**config.mk**
```make
export PLATFORM = sky130hd
export DESIGN_NAME = log_expand_stream
export DESIGN_NICKNAME = d
export VERILOG_FILES = /design/src/rtl/log_expand_stream.sv
export SDC_FILE = /design/constraint.sdc
export NUM_CORES = 1
export LEC_CHECK = 0
export CAP_MARGIN = 15
export CORE_MARGIN = 2
export CORE_UTILIZATION = 52
export CTS_CLUSTER_DIAMETER = 100
export CTS_CLUSTER_SIZE = 14
export DETAILED_ROUTE_END_ITERATION = 12
export PLACE_DENSITY = 0.9
export SLEW_MARGIN = 20
export SYNTH_ARGS = -nofsm -noshare
export SYNTH_HDL_FRONTEND = slang
export SYNTH_SLANG_ARGS = --single-unit
export TNS_END_PERCENT = 30
```
**constraint.sdc**
```tcl
create_clock -name clk -period 2 [get_ports clk]
set_input_delay 0.4 -clock clk [delete_from_list [all_inputs] [get_ports clk]]
set_output_delay 0.4 -clock clk [all_outputs]
set_load 0.03 [all_outputs]
```
**src/rtl/log_expand_stream.sv**
```systemverilog
// Log-code to linear-count expander: code k becomes 2^min(k,20)-1, built one
// bit per cycle, presented with a wrapping bin index over a valid/ready stream.
module log_expand_stream #(
    parameter int NUM_BINS = 1024,
    parameter int IDX_W    = 10
) (
    input  logic             clk,
    input  logic             rst_n,
    input  logic             in_valid,
    input  logic [7:0]       in_code,
    output logic             in_ready,
    output logic             out_valid,
    input  logic             out_ready,
    output logic [19:0]      out_data,
    output logic             out_sat,
    output logic [IDX_W-1:0] out_idx,
    output logic             out_last
);

    // Handshake: a transfer happens on any rising edge where valid and ready
    // are both high; valid never depends on ready, and a presented output
    // holds all of its fields until it transfers.

    typedef enum logic [1:0] {
        IDLE  = 2'd0,
        SHIFT = 2'd1,
        DONE  = 2'd2
    } state_t;

    localparam logic [IDX_W-1:0] LAST_IDX = IDX_W'(NUM_BINS - 1);
    localparam logic [4:0]       MAX_CNT  = 5'd20;

    state_t           state, state_next;
    logic [4:0]       cnt, cnt_next;
    logic [19:0]      acc, acc_next;
    logic             sat, sat_next;
    logic [19:0]      data_q, data_next;
    logic             sat_q, sat_q_next;
    logic [IDX_W-1:0] idx, idx_next;
    logic [4:0]       code_cap;
    logic             code_sat;
    logic             accept;
    logic             transfer;

    assign code_sat = (in_code > 8'd20);
    assign code_cap = code_sat ? MAX_CNT : in_code[4:0];
    assign accept   = in_valid && (state == IDLE);
    assign transfer = out_ready && (state == DONE);

    always_ff @(posedge clk or negedge rst_n) begin
        if (!rst_n) begin
            state  <= IDLE;
            cnt    <= '0;
            acc    <= '0;
            sat    <= 1'b0;
            data_q <= '0;
            sat_q  <= 1'b0;
            idx    <= '0;
        end else begin
            state  <= state_next;
            cnt    <= cnt_next;
            acc    <= acc_next;
            sat    <= sat_next;
            data_q <= data_next;
            sat_q  <= sat_q_next;
            idx    <= idx_next;
        end
    end

    always_comb begin
        state_next = state;
        cnt_next   = cnt;
        acc_next   = acc;
        sat_next   = sat;
        data_next  = data_q;
        sat_q_next = sat_q;
        idx_next   = idx;
        case (state)
            IDLE: begin
                if (accept) begin
                    cnt_next   = code_cap;
                    acc_next   = '0;
                    sat_next   = code_sat;
                    state_next = SHIFT;
                end
            end
            SHIFT: begin
                if (cnt != 5'd0) begin
                    acc_next = {acc[18:0], 1'b1};
                    cnt_next = cnt - 5'd1;
                end else begin
                    // Output registers only change here, so they keep the
                    // previously transferred result while idle or shifting.
                    data_next  = acc;
                    sat_q_next = sat;
                    state_next = DONE;
                end
            end
            DONE: begin
                if (transfer) begin
                    idx_next   = (idx == LAST_IDX) ? '0 : idx + 1'b1;
                    state_next = IDLE;
                end
            end
            default: state_next = IDLE;
        endcase
    end

    assign in_ready  = (state == IDLE);
    assign out_valid = (state == DONE);
    assign out_data  = data_q;
    assign out_sat   = sat_q;
    assign out_idx   = idx;
    assign out_last  = (idx == LAST_IDX);

endmodule

```
== After elaboration in Yosys (flattened, before gate mapping) ==
Cells that the tools add are included.

* Bits in registers: 59
* Output and inout bits: 34
* Logic and storage cells: 40

* Add/sub/neg operators: 2
* $lt $le $gt $ge: 1
* Eq/ne operators: 7
* Muxes and demuxes: 12
* Bitwise operators: 1
* Reduce and logical (&&, ||, !) cells: 10

{| class="wikitable"
|+ Operators with widths
! operator !! number
|-
| two-way mux 20 bit || 2
|-
| one-hot mux 20 bit (2 select lines) || 1
|-
| two-way mux 5 bit || 3
|-
| adder 10 x 1 -> 10 bit (second input constant) || 1
|-
| == test 10 bit (second input constant) || 1
|-
| two-way mux 10 bit || 1
|-
| one-hot mux 5 bit (2 select lines) || 1
|-
| greater-than comparator 8 x 5 -> 1 bit (second input constant) || 1
|-
| two-way mux 2 bit || 3
|-
| one-hot mux 2 bit (3 select lines) || 1
|-
| AND reduction 2 bit || 3
|-
| AND reduction 3 bit || 2
|-
| nonzero test 5 bit || 1
|-
| subtractor 5 x 1 -> 5 bit (second input constant) || 1
|-
| inequality test 2 x 1 -> 1 bit (second input constant) || 2
|-
| inequality test 2 bit (second input constant) || 2
|-
| == test 2 x 1 -> 1 bit (second input constant) || 1
|-
| == test 2 bit (second input constant) || 1
|-
| logical AND 1 bit || 2
|-
| logical NOT 2 bit || 1
|-
| nonzero test 2 bit || 1
|-
| inverter 1 bit || 1
|}

== Logic depth before layout (Yosys ltp) ==
Gate-level depths: netlist (run 1).

* Depth in word-level cells: 4
* Mapped depth: 7
* Gate-level depth less buffers: 6

== Least setup slack after synthesis (run 1) ==
OpenSTA, ideal clock, no wires.

* Path type: flip-flop to output port
* Start point: reg idx[3] (netlist: out_idx[3])
* End point: out out_last
* Data arrival time: 1.490 ns
* Setup slack: 0.110 ns
* Stages on the path, launching flop included: 4
* Path through: dfrtp_1 -> and4_1 -> nand4_1 -> nor2_1

* Word-level cells in the longest chain between the ends: 1

{| class="wikitable"
|+ RTL lines
! element !! RTL line !! text
|-
| start, declared || 39 || <nowiki>logic [IDX_W-1:0] idx, idx_next;</nowiki>
|-
| start signal, assigned || 66 || <nowiki>idx <= idx_next;</nowiki>
|-
| == test 10 bit || 114 || <nowiki>assign out_last = (idx == LAST_IDX);</nowiki>
|-
| end, declared || 17 || <nowiki>output logic out_last</nowiki>
|}

Every way passes these cells.

== Worst setup path in the final report (run 1) ==
Same ends and word-level chain as after synthesis.

==> impl_metrics.tcl, run 1 <==
set metrics [dict create \
    routed_via_density 5.196 \
    ys_ff_latch 59 \
    yosys.area.top_type "dfrtp_1" \
    synth_adder_area_share 0.009695 \
    finalSetupTns_ps 0 \
    slowest_stage "dfrtp_2" \
    initial_core_util 0.5429 \
    drt_pass1_iterations 4 \
    ios 46 \
    wl_um 4932 \
    avgSynthCellArea_sq_um 11.22 \
    die_area_sq_um 5544 \
    grt_overflow 0 \
    root_buffer "clkbuf_8" \
    worst_slew_pin_slew_ps 495.6 \
    synth_flop_cell "dfrtp_1" \
    num_vias 1855 \
    ir_drop_mv 0.9486 \
    p_leak_nw 1.547 \
    crit_chain "and4_4 > nand4_1 > nor2_2 > buf_6" \
    h-tree-depth 3 \
    dp_hpwl_um 3360 \
    hold_class "in2async" \
    status "finished, final reports clean" \
    syn-cell-area_sq_um 2581 \
    hold_violations 0 \
    dp.cells 339 \
    synth-compound-area-share 0.08531 \
    drc 0 \
    whs_ps 49.73 \
    wire_per_inst_um 13.82 \
    synth_top_area_share 0.5720 \
    core_sq_um 4755 \
    routabilityCongestion 0.8770 \
    cts_tree "built" \
    final_cells 357 \
    synth_edf_count 0 \
    ys_async_sr_fraction 1.000 \
    cts_made_buffers 9 \
    antenna_found_initial 0 \
    power.total_w 0.004894 \
    worstPathMaxFanout 6 \
    worstSkewPairLatency_ps 330 \
    crit_path_end_kind "output port" \
    synth_area_leaders "dfrtp_1 57%, mux2_4 11%, nand2_1 7.1%" \
    clk_pin_slew_ps 70 \
    required_ps 1600 \
    cp_num_buf_inv 1 \
    synth_cell_type_count 39 \
    worst_r2r_path_depth 6 \
    period_share 0.9552 \
    period_needed_ps 1910 \
    drv_cap 0 \
    areaGrowthSynthToFinish_pct 30.49 \
    clockBufferDepth 2 \
    finalSetupViolations 0 \
    drtAntennaViolNets 0 \
    syn_inst 230 \
    max-slew-margin-rel 0.6671 \
    syn-num-nets 244 \
    finClkSkew_ps 6.362 \
    fp-row-count 25 \
    num-nets-final 299 \
    crit_path_max_incr_delay_ps 420 \
    cellPowerDensity_nw_per_um2 1453 \
    synthSimpleGateAreaFrac 0.1638 \
    seq_area_frac_synth 0.5720 \
    grt_setup_unrepaired "false" \
    fill_cells 341 \
    synth_xor_area_frac 0.02036 \
    yosys_warnings 0 \
    fmax_mhz 523.5 \
    grt_pass1_vias 1687 \
    grt_pass1_wl_um 7976 \
    drtIter0Drc 112 \
    criticalPathCategory "reg2out" \
    grt_max_degree 60 \
    die_h_um 74.46 \
    cp_top_family "simple AND/OR/NAND/NOR gates" \
    worstPathArrival_ps 1510 \
    synth_top_family_by_area "simple AND/OR/NAND/NOR gates" \
    yosysMostFrequentCell "dfrtp_1" \
    track_usage 0.1947 \
    synth_commonest_cells "59 x dfrtp_1, 49 x nand2_1, 25 x o21ai_0, 19 x mux2_4, 12 x nor2_1" \
    critPathLaunchType "flip-flop" \
    cts.sinks 59 \
    cp_num_cells 4 \
    maxSlewViolCount 0 \
    drive_gt1_frac 0.1862 \
    antenna_cells 0 \
    io_buffers 45 \
    muxShareOfSynthArea 0.1231 \
    dieWidth_um 74.46 \
]
[cells in the final DEF, fill, tap and decap left out, types with 3 or more instances in the layout]
cell type	synthesis	layout
dfrtp_1	59	58
nand2_1	49	49
clkdlybuf4s50_1	0	41
o21ai_0	25	25
mux2_4	19	19
clkbuf_8	0	11
nor2_1	12	10
nand3_1	6	6
nor3_1	6	6
buf_4	0	6
xnor2_1	5	5
inv_1	4	4
a21oi_1	4	4
clkinvlp_4	0	3
[timing repair]
action | CTS | global route
endpoints found under the setup margin | 2 | 2
pin swaps | 0 | 1
resized for setup | 3 | 4
cloned | 0 | 0
hold buffers | 0 | 0
buffers inserted | 0 | 2
[sequential cells by signal, indices dropped and copies added, names as in the netlist]
| register | count |
|---|---|
| acc | 20 |
| cnt | 5 |
| out_data | 20 |
| out_idx | 10 |
| out_sat | 1 |
| sat | 1 |
| state | 2 |
[routing by layer]
metal	GRT usage	part of all wire
met1	0.2643	0.46
met2	0.2832	0.47
met3	0.07182	0.050
met4	0.08333	0.017
met5	0	0
[cells by family (layout without fill, tap and decap cells)]
group / Yosys count / count (layout)
simple gates: 90 / 90
xor+xnor: 6 / 6
compound gates: 38 / 38
buf+inv: 13 / 73
fa+ha+maj: 2 / 2
flops: 59 / 59
mux: 22 / 22
[final cells by class]
type | count | area, sq um | share of cell area
clock buffers | 11 | 151.4 | 0.04495
clock inverters | 5 | 61.31 | 0.01820
inverters | 4 | 15.01 | 0.004458
multi-input cells | 158 | 1046 | 0.3105
flip-flops and latches | 59 | 1478 | 0.4387
well taps | 67 | 83.83 | 0.02489
repair buffers | 53 | 533.0 | 0.1582
[where the power goes]
| group | switching, W | internal [W] |
|---|---|---|
| combinational | 0.000975 | 0.000880 |
| sequential | 0.000316 | 0.00160 |
| clock | 0.000478 | 0.000644 |
[metrics by stage]
step	utilization	setup WS, ps	instance area, sq um
global route	0.7084	6.866	3368
finish	0.7084	89.65	3368
detailed placement	0.6582	120.8	3129
CTS	0.7032	7.492	3343
floorplan	-	110.1	2581
global placement	0.6582	129.4	3129
[path summary, 6_finish.rpt]
check                                       startpoint  slack (ps)                        to
worst max-delay path            out_idx[3]$_DFFE_PN0P_          90                  out_last
worst min-delay path                             rst_n          50    out_idx[0]$_DFFE_PN0P_
worst max register to register      cnt[0]$_DFFE_PN0P_         250  out_data[10]$_DFFE_PN0P_
worst min register to register  out_idx[6]$_DFFE_PN0P_         500    out_idx[6]$_DFFE_PN0P_
max in group asynchronous                        rst_n        1680    out_idx[3]$_DFFE_PN0P_
min in group clk                out_idx[6]$_DFFE_PN0P_         500    out_idx[6]$_DFFE_PN0P_
No activity file was read; power rests on OpenSTA's default activity.
==> run 2: changes to the inputs <==
Settings changed: CORE_UTILIZATION 52 to 55, PLACE_DENSITY 0.9 to 0.94.
Clock period 2 ns to 2.5 ns, I/O delays scaled along.
==> impl_metrics.tcl, run 2 (synthesis gave the netlist of run 1 again) <==
set metrics [dict create \
    hold_class "in2async" \
    cts_tree "built" \
    status "finished, final reports clean" \
    p_clk_frac 0.231 \
    antenna_cells 0 \
    drtIter0Drc 141 \
    core_sq_um 4444 \
    worst_r2r_path_depth 6 \
    switching_share 0.3560 \
    num-nets-final 295 \
    max-slew-margin-rel 0.5798 \
    finClkSkew_ps 6.418 \
    cts_made_buffers 9 \
    worst_slack_ps 138.8 \
    internal-power_w 0.002502 \
    wl_um 5122 \
    root_buffer "clkbuf_8" \
    finalSetupTns_ps 0 \
    finalSetupViolations 0 \
    dp.cells 322 \
    maxSlewViolCount 0 \
    ir_drop_mv 0.6821 \
    cts.sinks 59 \
    period_needed_ps 2361 \
    io_buffers 45 \
    drive_gt1_frac 0.1503 \
    final_cell_mix "59 x dfrtp_1, 49 x nand2_1, 43 x clkdlybuf4s50_1" \
    wire_per_inst_um 15.15 \
    dieWidth_um 72.51 \
    final_cells 338 \
    placement.setup.worst_slack_ps 229.9 \
    period_share 0.9445 \
    grt_max_degree 36 \
    drt_pass1_iterations 4 \
    mostFrequentLayoutCell "dfrtp_1" \
    fill_cells 298 \
    worstPathArrival_ps 1860 \
    p_leak_nw 1.513 \
    crit_path_end_kind "output port" \
    reg2reg_slack_ps 550 \
    grt_pass1_vias 1908 \
    p_sw_w 0.001384 \
    drtAntennaViolNets 0 \
    die_area_sq_um 5257 \
    die_h_um 72.51 \
    num_vias 1864 \
    ios 46 \
    routabilityCongestion 0.7849 \
    p_comb_frac 0.377 \
    criticalPathCategory "reg2out" \
    dp_hpwl_um 3404 \
    grt_overflow 0 \
    track_usage 0.2216 \
    hold_violations 0 \
    worstPathMaxFanout 6 \
    pwr-share-seq 0.392 \
    worstSkewPairLatency_ps 340 \
    fmax_mhz 423.5 \
    cellPowerDensity_nw_per_um2 1181 \
    antenna_found_initial 0 \
    grt_pass1_wl_um 8756 \
    clk_pin_slew_ps 60 \
    areaGrowthSynthToFinish_pct 27.48 \
    hold_buffers 0 \
    drv_cap 0 \
    h-tree-depth 3 \
    critPathLaunchType "flip-flop" \
    routed_via_density 5.515 \
    initial_core_util 0.5808 \
    fp-row-count 24 \
    grt_setup_unrepaired "false" \
    clockBufferDepth 2 \
    drc 0 \
    worst_slew_pin_slew_ps 629.7 \
    required_ps 2000 \
]
run 2: cell types whose count changed in the layout (fill, tap and decap cells not counted), moves of 2 or more:
cell,previous run,this run
clkbuf_1,0,3
buf_4,6,3
clkdlybuf4s50_1,41,43
clkinvlp_4,3,0
run 2: stage by stage:
step | cell area, sq um | hold WS [ps] | utilization | total power [W]
global placement | 3085 | 479.3 | 0.6943 | 0.002924
detailed placement | 3085 | 492.3 | 0.6943 | 0.002996
floorplan | 2581 | 204.4 | - | 0.002476
global route | 3291 | 213.4 | 0.7404 | 0.004120
finish | 3291 | 173.8 | 0.7404 | 0.003886
CTS | 3291 | 181.2 | 0.7404 | 0.003907
run 2: metal layers:
layer,up-vias,global-route usage,share of wire
met2,48,0.3547,0.49
met4,0,0.1070,0.016
met1,913,0.2844,0.45
met3,8,0.05556,0.043
met5,-,0,0
li1,895,-,-
run 2: power groups by stage:
stage / clock network (W) / logic [W] / registers [W]
2_1_floorplan: 0 / 0.000712 / 0.00176
3_3_place_gp: 0 / 0.00141 / 0.00152
3_5_place_dp: 0 / 0.00146 / 0.00154
4_1_cts: 0.000906 / 0.00148 / 0.00152
5_1_grt: 0.000950 / 0.00160 / 0.00157
6_report: 0.000897 / 0.00147 / 0.00152
run 2: critical path, stage by stage, from the launching register on:
cell	delay, ps
dfrtp_1	440
and4_1	310
nand4_1	160
nor2_1	180
dlygate4sd2_1	440
run 2: cell type report:
class,count,area [sq um],share of cell area
Sequential cell,59,1476,0.4487
Clock inverter,1,30.03,0.009125
Tap cell,52,65.06,0.01977
Inverter,4,15.01,0.004563
Timing Repair Buffer,49,486.7,0.1479
Multi-Input combinational cell,158,1041,0.3163
Clock buffer,15,176.4,0.05361
run 2: final timing paths:
check                                      endpoint                    from
max                                        out_last  out_idx[3]$_DFFE_PN0P_
min                          out_idx[8]$_DFFE_PN0P_                   rst_n
max reg2reg                      acc[6]$_DFFE_PN0P_      cnt[0]$_DFFE_PN0P_
min reg2reg                         sat$_DFFE_PN0P_         sat$_DFFE_PN0P_
max in group asynchronous  out_data[10]$_DFFE_PN0P_                   rst_n
min in group clk                    sat$_DFFE_PN0P_         sat$_DFFE_PN0P_
run 2: what timing repair did:
item / 4_1_cts / 5_1_grt
resized for setup: 1 / 0
endpoints found under the hold margin: 0 / 0
setup endpoints to repair: 1 / 0
setup buffers: 0 / 0
